### config.mk
export PLATFORM = sky130hd
export DESIGN_NAME = cu_mem_access
export DESIGN_NICKNAME = d
export VERILOG_FILES = /design/src/rtl/cu_mem_access.sv
export SDC_FILE = /design/constraint.sdc
export NUM_CORES = 1
export LEC_CHECK = 0
export ABC_AREA = 1
export CAP_MARGIN = 20
export CORE_ASPECT_RATIO = 1.5
export CORE_MARGIN = 2
export CORE_UTILIZATION = 55
export DETAILED_ROUTE_END_ITERATION = 12
export DONT_BUFFER_PORTS = 1
export PLACE_DENSITY = 0.73
export SETUP_SLACK_MARGIN = 0.1
export SYNTH_ARGS = -nofsm -noshare
export SYNTH_HDL_FRONTEND = slang
export SYNTH_SLANG_ARGS = --single-unit
### constraint.sdc
create_clock -name soc_clk -period 3.4 [get_ports soc_clk]
set_input_delay 0.51 -clock soc_clk [delete_from_list [all_inputs] [get_ports soc_clk]]
set_output_delay 0.51 -clock soc_clk [all_outputs]
set_load 0.1 [all_outputs]
### src/rtl/cu_mem_access.sv
// cu_mem_access
// Memory-stage access controller for the ThetaCore CU. It takes one load or
// store at a time and runs a req/ack handshake on the SRAM/MMU port. It
// places store data on the right byte lanes and extends load data to XLEN.
// Misaligned accesses, illegal sizes and SRAM timeouts end the access with an
// error code, so the controller never hangs.
module cu_mem_access #(
    parameter int XLEN    = 32,
    parameter int AW      = 32,
    parameter int TIMEOUT = 15
) (
    input  logic              soc_clk,
    input  logic              MEM_reset,
    input  logic              MEM_stall,
    input  logic              mem_start,
    input  logic [AW-1:0]     addr,
    input  logic [2:0]        funct3,
    input  logic              read_or_write,
    input  logic [XLEN-1:0]   wdata,
    output logic              mem_busy,
    output logic              mem_done,
    output logic [1:0]        err_code,
    output logic [XLEN-1:0]   MEM_data,
    output logic              sram_req,
    output logic              sram_we,
    output logic [AW-1:0]     sram_addr,
    output logic [XLEN/8-1:0] sram_be,
    output logic [XLEN-1:0]   sram_wdata,
    input  logic              sram_ack,
    input  logic [XLEN-1:0]   sram_rdata
);
    localparam int            BEW        = XLEN / 8;
    localparam int            OFFW       = $clog2(BEW);
    localparam logic [7:0]    TMO        = 8'(TIMEOUT);
    localparam logic [AW-1:0] ALIGN_MASK = ~AW'(BEW - 1);

    typedef enum logic [1:0] {S_IDLE, S_REQ, S_DONE, S_ERR} state_t;

    state_t          r_state;
    state_t          w_state_nxt;

    // Request captured in IDLE. The SRAM side is driven only from these
    // registers, so the requester may change its inputs during the handshake.
    logic [AW-1:0]   r_addr;
    logic [2:0]      r_funct3;
    logic            r_we;
    logic [XLEN-1:0] r_wdata;
    logic [7:0]      r_cnt;
    logic [1:0]      r_err;
    logic [XLEN-1:0] r_data;

    logic [1:0]      w_err_nxt;
    logic            w_accept;
    logic            w_illegal;
    logic            w_misalign;
    logic            w_timeout;
    logic [7:0]      w_cnt_inc;
    logic [OFFW-1:0] w_off;
    logic [BEW-1:0]  w_be;
    logic [XLEN-1:0] w_rshift;
    logic [XLEN-1:0] w_keep;
    logic            w_sbit;
    logic [XLEN-1:0] w_ld_ext;

    assign w_accept  = (r_state == S_IDLE) && mem_start && !MEM_stall;
    assign w_cnt_inc = r_cnt + 8'd1;
    assign w_timeout = (w_cnt_inc >= TMO);
    assign w_off     = r_addr[OFFW-1:0];

    // Check the incoming request. Size legality takes priority over alignment.
    always_comb begin
        w_illegal = (funct3 == 3'b111)
                 || ((XLEN == 32) && ((funct3 == 3'b011) || (funct3 == 3'b110)))
                 || (read_or_write && funct3[2]);
        case (funct3[1:0])
            2'b01:   w_misalign = addr[0];
            2'b10:   w_misalign = |addr[1:0];
            2'b11:   w_misalign = |addr[2:0];
            default: w_misalign = 1'b0;
        endcase
    end

    // Byte enables and load extension for the latched request.
    always_comb begin
        case (r_funct3[1:0])
            2'b00:   w_be = BEW'(1)    << w_off;
            2'b01:   w_be = BEW'(3)    << w_off;
            2'b10:   w_be = BEW'(4'hF) << w_off;
            default: w_be = '1;
        endcase
        w_rshift = sram_rdata >> {w_off, 3'b000};
        case (r_funct3[1:0])
            2'b00:   begin w_keep = XLEN'(8'hFF);         w_sbit = w_rshift[7];  end
            2'b01:   begin w_keep = XLEN'(16'hFFFF);      w_sbit = w_rshift[15]; end
            2'b10:   begin w_keep = XLEN'(32'hFFFF_FFFF); w_sbit = w_rshift[31]; end
            default: begin w_keep = '1;                   w_sbit = 1'b0;         end
        endcase
        // funct3[2] marks the unsigned variants, which skip sign filling.
        w_ld_ext = (w_rshift & w_keep) | ((w_sbit && !r_funct3[2]) ? ~w_keep : '0);
    end

    // State register. Reset lands in IDLE at once, which drops sram_req.
    always_ff @(posedge soc_clk or posedge MEM_reset) begin
        if (MEM_reset) r_state <= S_IDLE;
        else           r_state <= w_state_nxt;
    end

    // Next state and the error code that goes with it.
    always_comb begin
        w_state_nxt = r_state;
        w_err_nxt   = r_err;
        case (r_state)
            S_IDLE: begin
                w_err_nxt = 2'b00;
                if (w_accept) begin
                    if (w_illegal) begin
                        w_state_nxt = S_ERR;
                        w_err_nxt   = 2'b10;
                    end else if (w_misalign) begin
                        w_state_nxt = S_ERR;
                        w_err_nxt   = 2'b01;
                    end else begin
                        w_state_nxt = S_REQ;
                    end
                end
            end
            S_REQ: begin
                // An ack arriving on the last allowed cycle still wins over the timeout.
                if (sram_ack) begin
                    w_state_nxt = S_DONE;
                    w_err_nxt   = 2'b00;
                end else if (w_timeout) begin
                    w_state_nxt = S_ERR;
                    w_err_nxt   = 2'b11;
                end
            end
            S_DONE, S_ERR: begin
                if (!MEM_stall) begin
                    w_state_nxt = S_IDLE;
                    w_err_nxt   = 2'b00;
                end
            end
            default: begin
                w_state_nxt = S_IDLE;
                w_err_nxt   = 2'b00;
            end
        endcase
    end

    // Capture the request, run the wait counter and keep the last load result.
    always_ff @(posedge soc_clk or posedge MEM_reset) begin
        if (MEM_reset) begin
            r_addr   <= '0;
            r_funct3 <= '0;
            r_we     <= 1'b0;
            r_wdata  <= '0;
            r_cnt    <= '0;
            r_err    <= '0;
            r_data   <= '0;
        end else begin
            r_err <= w_err_nxt;
            if (w_accept) begin
                r_addr   <= addr;
                r_funct3 <= funct3;
                r_we     <= read_or_write;
                r_wdata  <= wdata;
                r_cnt    <= '0;
            end else if (r_state == S_REQ) begin
                r_cnt <= w_cnt_inc;
            end
            // Only a successful load updates MEM_data.
            if ((r_state == S_REQ) && sram_ack && !r_we)
                r_data <= w_ld_ext;
        end
    end

    // Decode the state into the status outputs and the SRAM port.
    always_comb begin
        mem_busy   = (r_state != S_IDLE);
        mem_done   = (r_state == S_DONE) || (r_state == S_ERR);
        sram_req   = (r_state == S_REQ);
        sram_we    = 1'b0;
        sram_addr  = '0;
        sram_be    = '0;
        sram_wdata = '0;
        if (r_state == S_REQ) begin
            sram_we    = r_we;
            sram_addr  = r_addr & ALIGN_MASK;
            sram_be    = w_be;
            sram_wdata = r_wdata << {w_off, 3'b000};
        end
    end

    assign err_code = r_err;
    assign MEM_data = r_data;

endmodule

# After elaboration in Yosys (flattened, before gate mapping)
# Index checks and enable logic that the tools add are counted.
# classes
addsub	1
mul	0
div	0
magnitude_cmp	1
eq_ne	14
shifts	5
muxes	23
n_bitwise	3
reduce_logical	22
# op_table
cell	n
2-to-1 mux 32 bit	3
case mux 32 bit (2 select lines)	1
AND 32 bit	1
NOT 32 bit	1
OR 32 bit	1
left shift 32 x 5 -> 32 bit	1
>> shifter 32 x 5 -> 32 bit	1
2-to-1 mux 2 bit	9
2-to-1 mux 8 bit	2
case mux 2 bit (3 select lines)	2
case mux 4 bit (3 select lines)	1
equality test 2 bit (second input constant)	5
adder 8 x 1 -> 8 bit (second input constant)	1
>= comparator 8 x 4 -> 1 bit (second input constant)	1
equality test 2 x 1 -> 1 bit (second input constant)	3
equality test 3 bit (second input constant)	2
logical AND 1 bit	6
case mux 1 bit (3 select lines)	2
logical NOT 2 bit	2
logical OR 1 bit	4
2-to-1 mux 4 bit	1
!= test 2 bit (second input constant)	2
nonzero test 2 bit	2
OR reduction 2 bit	2
10 further kinds	13
# totals
reg_bits	112
latch_bits	0
ram_bits	0
mem_bits_ro	0
in_bits	105
out_inout_bits	106
elab_cells	77
mem_count	0

# Logic depth before layout (Yosys ltp)
# Gate-level depths: netlist of the first run.
# logic_depth
word_depth	7
depth_mapped	11
ltp_nobuf	11

# Worst setup path after synthesis of the first run
# Ideal clock, no wire load.
# synth_timing
path_kind	reg2out
start	register r_state[1]
end	output port sram_wdata[22]
t_arrival_ns	3.692
required_ns	2.890
setup_slack_ns	-0.802
path_stages_with_launch	7
path_buffers	1
path_cell_list	dfrtp_1 > inv_2 > nand2_2 > inv_2 > nand2_1 > buf_2 > o32ai_1
# synth_between
elab_chain_cells	2
# synth_rtl
item	line_no	text
from (decl)	39	state_t r_state;
from (signal assigned)	105	else r_state <= w_state_nxt;
equality test 2 x 1 -> 1 bit	--	
net sram_req	24	output logic sram_req,
2-to-1 mux 32 bit	186	if (r_state == S_REQ) begin
to (decl)	28	output logic [XLEN-1:0] sram_wdata,
# The timed path passes the listed nets, and every way through them passes these cells.

# Worst setup path in the final report of the first run
# layout_timing
start	register r_addr[1]
end	output port sram_wdata[20]
# layout_between
elab_chain_cells	2
# layout_rtl
item	line_no	text
from (decl)	44	logic [AW-1:0] r_addr;
from (signal assigned)	163	r_addr <= addr;
left shift 32 x 5 -> 32 bit	190	sram_wdata = r_wdata << {w_off, 3'b000};
2-to-1 mux 32 bit	186	
# No other way between the ends.

==> metrics.csv, run 1 <==
metric,value,unit
"Setup Fix Bufs, Post-CTS",0,
period utilization,80.6,%
post-placement cell count,969,
syn avg cell area,7.58,um^2
vias per std cell,5.67,
highest-count cells in the layout ignoring fill and taps,"nand2_1 (220), dfrtp_1 (111), nor2_1 (84)",
# resized after CTS,0,
Worst-Skew Late Latency,350,ps
layout cells sized above 1,22.6,%
CP arrival,2230,ps
Final Skew,10.5,ps
Routed Antenna Nets,0,
CP Class,register to primary output,
initial antenna violation count,1,
HP Class,primary input to asynchronous set/reset pin,
synth-to-layout area growth,28.8,%
WL/cell,17.5,um
DIE WIDTH,89.3,um
"Setup violations, final",0,
remaining global-route overflow,0,
vias in the first global route,5527,
Post-layout nets,949,
die area,0.0118,mm^2
GRT Overall Usage,29.6,%
Clock Pin Slew Worst Setup and Hold Paths,80,ps
largest net degree at the start of global routing,68,
# clock sinks,112,
Inserted Clock Buffers,9,
# DRC,0,
Seq. cell area,0.00280,mm^2
register area share after synthesis,46.7,%
Initial Utilization,56.6,%
post-DP HPWL,12700,um
mapped cell area,0.00600,mm^2
IO Port Bufs,0,
H-tree depth,3,
I/O Pins,211,
first-pass GRT wire length,27300,um
CTS tree,done,
Die Y,132,um
"Hold-fix buffers, CTS",0,
Row Count,46,
core area,0.0106,mm^2
count of pins over their slew limit,0,
post-synth top area share,46.7,%
via count,5594,
Syn Inst Count,791,
fin worst setup slack,658,ps
clk root buf,clkbuf_16,
Ys Warns,0,
Setup crit start kind,register,
DP Worst Slack,1050,ps
synth top area cells,"dfrtp_1 (47%), nand2_1 (14%), nor2_1 (8.2%)",
WL final,17200,um
Max Root-Sink Buffers,2,
"Hold Vio Cnt, Final",0,
fin crit period,2740,ps
"commonest non-fill, non-tap cell in the layout",nand2_1,
Finished Layout Cells,986,
status,"complete, no violations",
Slew headroom,37.4,%
Max Freq,0.365,GHz
crit path max fanout,19,
Max-Cap Viols,0,
drt initial violations,276,
CP Capture Type,primary output,
post-synth top area cell,dfrtp_1,
fillers,809,
post-synthesis cell type count,34,
Multi-input gate area,0.00311,mm^2
worst slew pin tran,939,ps
Final Wtd Congestion,0.958,
RSZ-0062 raised after global routing,no,
CP required,2890,ps
drt pass-1 iters,6,
Seq cells post-synth,112,
==> state kept, by name (all words and copies together) (netlist names) <==
register,flops
r_funct3,3
err_code,2
r_we,1
r_state,2
MEM_data,32
r_wdata,32
r_addr,32
r_cnt,8
==> path summary, 6_finish.rpt <==
check	cells past startpoint	slack, ps	start	endpoint
min in group soc_clk	2	270	wdata[13]	r_wdata[13]
setup / recovery	5	660	r_addr[1]	sram_wdata[20]
hold / removal	1	200	MEM_reset	r_wdata[10]
hold reg to reg	2	480	r_wdata[31]	r_wdata[31]
max in group asynchronous	2	2270	MEM_reset	r_we
setup reg to reg	10	1090	r_state[1]	MEM_data[15]
==> synthesized netlist by cell type, drive strengths merged <==
| cell | count |
|---|---|
| o22ai | 2 |
| o211ai | 5 |
| inv | 72 |
| a21oi | 34 |
| o21bai | 1 |
| o21ai | 77 |
| nand4 | 2 |
| a41oi | 2 |
| nand3 | 32 |
| a22o | 1 |
| o32ai | 16 |
| ha | 8 |
| dfrtp | 112 |
| clkbuf | 10 |
| o31ai | 2 |
| a31oi | 7 |
| nand2 | 222 |
| mux2i | 12 |
| nand3b | 1 |
| buf | 38 |
| nor3 | 3 |
| conb | 1 |
| nor2 | 131 |
==> per-stage QoR <==
step	instance area (um^2)	hold slack, ps	setup TNS (ps)	utilization, %
3_3_place_gp	7420	457	0	70.1
5_1_grt	7720	257	0	72.9
4_1_cts	7720	224	0	72.9
6_report	7720	202	0	72.9
2_1_floorplan	6010	443	-8280	-
3_5_place_dp	7420	464	0	70.1
==> cells by family after synthesis <==
group                    after synthesis  share of synthesized area, %
adder cells (fa/ha/maj)                8                          1.67
AND/OR/NAND/NOR                      391                          26.2
flip-flops                           112                          46.7
other                                  1                        0.0625
multiplexers                          12                          2.00
buffers and inverters                120                          8.66
AO/OA/AOI/OAI                        147                          14.7
==> critical path, cell delays in order, from the launching register on <==
cell	delay, ps
dfrtp_1	710
nor2_1	170
inv_2	330
buf_4	320
o32ai_4	140
buf_12	200
==> per-layer routing <==
metal	up-vias	routed length, um	global-route usage [%]
met5	-	0	0
met1	2657	6080	33.1
li1	2625	-	-
met3	43	1520	9.33
met2	269	9060	51.1
met4	0	560	11.4
==> layout make-up <==
type | count | area share (%)
clock buffer | 9 | 2.92
tap | 144 | 2.33
timing repair buffer | 81 | 13.5
antenna | 1 | 0.0324
clock inverter | 7 | 0.956
sequential | 112 | 36.3
multi-input combinational | 560 | 40.3
inverter | 72 | 3.58
Power of run 1 is left out: the tool's default activity adds up to more than one toggle a clock period on the data nets, which glitch-free logic cannot reach.
==> run 2: changes to the inputs <==
==> constraint.sdc (replaced) <==
create_clock -name soc_clk -period 2.5 [get_ports soc_clk]
set_input_delay 0.375 -clock soc_clk [delete_from_list [all_inputs] [get_ports soc_clk]]
set_output_delay 0.375 -clock soc_clk [all_outputs]
set_load 0.1 [all_outputs]
==> metrics.csv, run 2 (same netlist as run 1, synthesis figures left out) <==
metric,value,unit,change
status,"complete, no violations",,
Stages on worst setup path,7,,+2
die area,0.0118,mm^2,unchanged
I/O Pins,211,,unchanged
M1 wire length,6320,um,+3.9%
vias in the first global route,5701,,+3.1%
fin area,0.00822,mm^2,+6.5%
Max Used Layer,met4,,
met3 wire len,1710,um,+12%
first-pass GRT wire length,28600,um,+5.0%
Max Freq,0.428,GHz,
post-DP HPWL,13600,um,+6.4%
WP buf/inv,4,,+1
RSZ-0062 raised after global routing,no,,
HP Class,primary input to asynchronous set/reset pin,,
CP required,2120,ps,-770 ps
period utilization,93.5,%,
CTS tree,done,,
drt initial violations,250,,-9.4%
# DRC,0,,unchanged
fin crit period,2340,ps,
DP Worst Slack,283,ps,-762 ps
Routed Antenna Nets,0,,unchanged
crit path max fanout,16,,-3
IO Port Bufs,0,,unchanged
"Largest stage delay, worst path",400,ps,-310 ps
Setup crit start kind,register,,
CP Class,register to primary output,,
critical path's top delay family,buffers and inverters,,
Max Root-Sink Buffers,2,,unchanged
Slew headroom,38.2,%,+0.81 points
"Setup violations, final",0,,unchanged
CP arrival,1960,ps,-270 ps
Post-layout nets,953,,+0.42%
Multi-input gate area,0.00313,mm^2,+0.68%
WL final,18300,um,+6.2%
layout cells sized above 1,23.0,%,+0.37 points
R2R depth,9,,-1
Final Skew,14.4,ps,+3.89 ps
# clock sinks,112,,unchanged
"Hold Vio Cnt, Final",0,,unchanged
n_diodes,0,,-1
CP Capture Type,primary output,,
Crit path top cell by count,buf_12,,
crit-path cells,"inv_2, nand2_4, clkinv_8, nand2_2, buf_12, o32ai_4, buf_12",,
count of pins over their slew limit,0,,unchanged
Final Wtd Congestion,0.926,,-3.3%
Clock Pin Slew Worst Setup and Hold Paths,80,ps,about the same
remaining global-route overflow,0,,unchanged
routed wl met2,9560,um,+5.6%
clk root buf,clkbuf_16,,
Inserted Clock Buffers,9,,unchanged
largest net degree at the start of global routing,64,,-5.9%
Worst-Skew Late Latency,350,ps,about the same
core area,0.0106,mm^2,unchanged
synth-to-layout area growth,37.1,%,
H-tree depth,3,,unchanged
worst slew pin tran,927,ps,-12.2 ps
WL/cell,18.5,um,+5.8%
"commonest non-fill, non-tap cell in the layout",nand2_1,,
fillers,721,,-11%
Slowest cell on crit path,dfrtp_1,,
GRT Overall Usage,31.1,%,+1.5 points
Max-Cap Viols,0,,unchanged
highest-count cells in the layout ignoring fill and taps,"nand2_1 (218), dfrtp_1 (111), nor2_1 (83)",,
Seq. cell area,0.00280,mm^2,unchanged
via count,5597,,+0.054%
DIE WIDTH,89.3,um,unchanged
Area after DPL,0.00788,mm^2,+6.2%
vias per std cell,5.66,,-0.25%
fin worst setup slack,163,ps,-495 ps
drt pass-1 iters,5,,-1
Initial Utilization,56.6,%,unchanged
Die Y,132,um,unchanged
initial antenna violation count,0,,-1
Row Count,46,,unchanged
[run 2: what timing repair did]
action / CTS / global route
hold buffers: 0 / 0
gates resized for setup: 5 / 9
pin swaps: 0 / 0
buffers inserted: 0 / 0
setup endpoints to repair: 26 / 12
cloned: 0 / 2
[run 2: final timing paths]
| check | to | slack [ps] | startpoint |
|---|---|---|---|
| max | sram_wdata[23] | 160 | r_state[1] |
| min | MEM_data[31] | 20 | MEM_reset |
| max reg2reg | err_code[0] | 400 | r_state[0] |
| min reg2reg | r_wdata[28] | 480 | r_wdata[28] |
| max in group asynchronous | r_wdata[6] | 1750 | MEM_reset |
| min in group soc_clk | r_wdata[15] | 150 | wdata[15] |
[run 2: routing by layer]
layer / vias up / track usage (%)
met1: 2638 / 35.3
met4: 0 / 12.4
met2: 276 / 52.9
li1: 2638 / -
met5: - / 0
met3: 45 / 9.83
[run 2: layout make-up]
type / instances / area share (%)
clock inverters: 2 / 0.198
repair inverters: 1 / 0.107
well taps: 144 / 2.19
clock buffers: 14 / 3.09
flip-flops and latches: 112 / 34.1
inverters: 72 / 3.58
multi-input cells: 560 / 38.1
repair buffers: 84 / 18.6
[run 2: through the flow]
| stage | utilization [%] | instances | setup TNS [ps] | hold slack (ps) |
|---|---|---|---|---|
| floorplan | - | 792 | -2610 | 443 |
| global placement | 74.4 | 971 | 0 | 409 |
| detailed placement | 74.4 | 971 | 0 | 417 |
| CTS | 77.1 | 987 | 0 | 38.9 |
| global route | 77.6 | 989 | 0 | 65.6 |
| finish | 77.6 | 989 | 0 | 24.1 |
[run 2: worst reg2reg max path, delay by kind of cell, from the launching register on]
kind | cells | cell delay (ps)
AOI/OAI and AO/OA | 1 | 100
and+or+nand+nor | 7 | 870
DFF | 1 | 450
buffers and inverters | 1 | 570
Power of run 2 is left out for the same reason.
==> run 3: changes to the inputs <==
--- a/config.mk
+++ b/config.mk
@@ -13,6 +13,7 @@
 export DETAILED_ROUTE_END_ITERATION = 12
 export DONT_BUFFER_PORTS = 1
 export PLACE_DENSITY = 0.73
+export REMOVE_ABC_BUFFERS = 1
 export SETUP_SLACK_MARGIN = 0.1
 export SYNTH_ARGS = -nofsm -noshare
 export SYNTH_HDL_FRONTEND = slang
==> metrics.csv, run 3 (same netlist as run 1, synthesis figures left out) <==
metric,value,unit,change
# clock sinks,112,,unchanged
post-DP HPWL,13400,um,-0.83%
"Hold Vio Cnt, Final",0,,unchanged
Initial Utilization,56.6,%,unchanged
n_diodes,0,,unchanged
Clock Pin Slew Worst Setup and Hold Paths,70,ps,about the same
"Setup Fix Bufs, Post-CTS",0,,unchanged
drt pass-1 iters,5,,unchanged
Setup crit start kind,register,,
Row Count,46,,unchanged
WP buf/inv,2,,-2
R2R depth,8,,-1
DIE WIDTH,89.3,um,unchanged
hold slack,62.5,ps,+38.4 ps
synth-to-layout area growth,37.1,%,about the same
largest net degree at the start of global routing,75,,+17%
setup_tns,0,ps,unchanged
fin crit period,2320,ps,-18.0 ps
Final Skew,3.83,ps,-10.6 ps
critical path's top delay family,compound AO/OA/AOI/OAI gates,,
"Largest stage delay, worst path",520,ps,+120 ps
Max Root-Sink Buffers,2,,unchanged
GRT Overall Usage,32.7,%,+1.7 points
Die Y,132,um,unchanged
initial antenna violation count,0,,unchanged
Routed Antenna Nets,0,,unchanged
vias in the first global route,6162,,+8.1%
CP required,2120,ps,about the same
crit path max fanout,15,,-1
Post-layout nets,953,,unchanged
Final Wtd Congestion,0.916,,-1.1%
drt initial violations,388,,+55%
Max Freq,0.431,GHz,+0.78%
highest-count cells in the layout ignoring fill and taps,"nand2_1 (218), dfrtp_1 (111), nor2_1 (83)",,
"Hold-fix buffers, CTS",0,,unchanged
HP Class,primary input to asynchronous set/reset pin,,
H-tree depth,3,,unchanged
layout cells sized above 1,23.2,%,+0.24 points
CTS tree,done,,
Slew headroom,36.1,%,-2.1 points
remaining global-route overflow,0,,unchanged
die area,0.0118,mm^2,unchanged
WL final,18800,um,+3.1%
clk root buf,clkbuf_16,,
core area,0.0106,mm^2,unchanged
status,"complete, no violations",,
Area after DPL,0.00788,mm^2,about the same
I/O Pins,211,,unchanged
# DRC,0,,unchanged
Max-Cap Viols,0,,unchanged
DP Worst Slack,242,ps,-41.2 ps
Slowest cell on crit path,dfrtp_4,,
fillers,699,,-3.1%
via count,5749,,+2.7%
IO Port Bufs,0,,unchanged
Inserted Clock Buffers,9,,unchanged
"commonest non-fill, non-tap cell in the layout",nand2_1,,
CP Class,register to primary output,,
Worst-Skew Late Latency,340,ps,about the same
count of pins over their slew limit,0,,unchanged
fin area,0.00822,mm^2,about the same
crit-path cells,"buf_4, o21ai_0, o32ai_4, buf_12",,
CP Capture Type,primary output,,
period utilization,92.7,%,-0.72 points
RSZ-0062 raised after global routing,yes,,
WL/cell,19.0,um,+3.1%
fin worst setup slack,181,ps,+18.0 ps
first-pass GRT wire length,30100,um,+4.9%
worst slew pin tran,958,ps,+31.7 ps
Stages on worst setup path,4,,-3
"Setup violations, final",0,,unchanged
vias per std cell,5.81,,+2.7%
CP arrival,1940,ps,-20 ps
==> run 3: area by class of cell <==
| class | instances | area (um^2) | area share, % |
|---|---|---|---|
| inverters | 72 | 283 | 3.44 |
| well taps | 144 | 180 | 2.19 |
| clock buffers | 11 | 243 | 2.95 |
| multi-input cells | 560 | 3120 | 38.0 |
| clock inverters | 5 | 80.1 | 0.974 |
| flip-flops and latches | 112 | 2810 | 34.1 |
| repair buffers | 85 | 1510 | 18.4 |
==> run 3: routing by layer <==
| metal | part of all wire (%) | global-route usage (%) | wire length [um] |
|---|---|---|---|
| met5 | 0 | 0 | 0 |
| met4 | 3.0 | 12.4 | 572 |
| met3 | 11 | 11.1 | 1990 |
| met2 | 52 | 56.4 | 9880 |
| met1 | 34 | 36.3 | 6400 |
==> run 3: what timing repair did <==
action | 4_1_cts | 5_1_grt
cloned | 0 | 0
resized for setup | 4 | 4
endpoints found under the setup margin | 29 | 10
==> run 3: per-stage QoR <==
step	util, %	instances
5_1_grt	77.6	989
4_1_cts	77.5	989
2_1_floorplan	-	744
6_report	77.6	989
3_5_place_dp	74.4	973
3_3_place_gp	74.4	973
==> run 3: final timing paths <==
check,from,to,slack [ps]
min in group soc_clk,wdata[30],r_wdata[30],140
max in group asynchronous,MEM_reset,r_addr[24],1700
worst max register to register,r_addr[1],MEM_data[29],460
worst min register to register,r_wdata[30],r_wdata[30],480
worst max-delay path,r_addr[0],sram_wdata[29],180
worst min-delay path,MEM_reset,MEM_data[2],60
Power of run 3 is left out for the same reason.
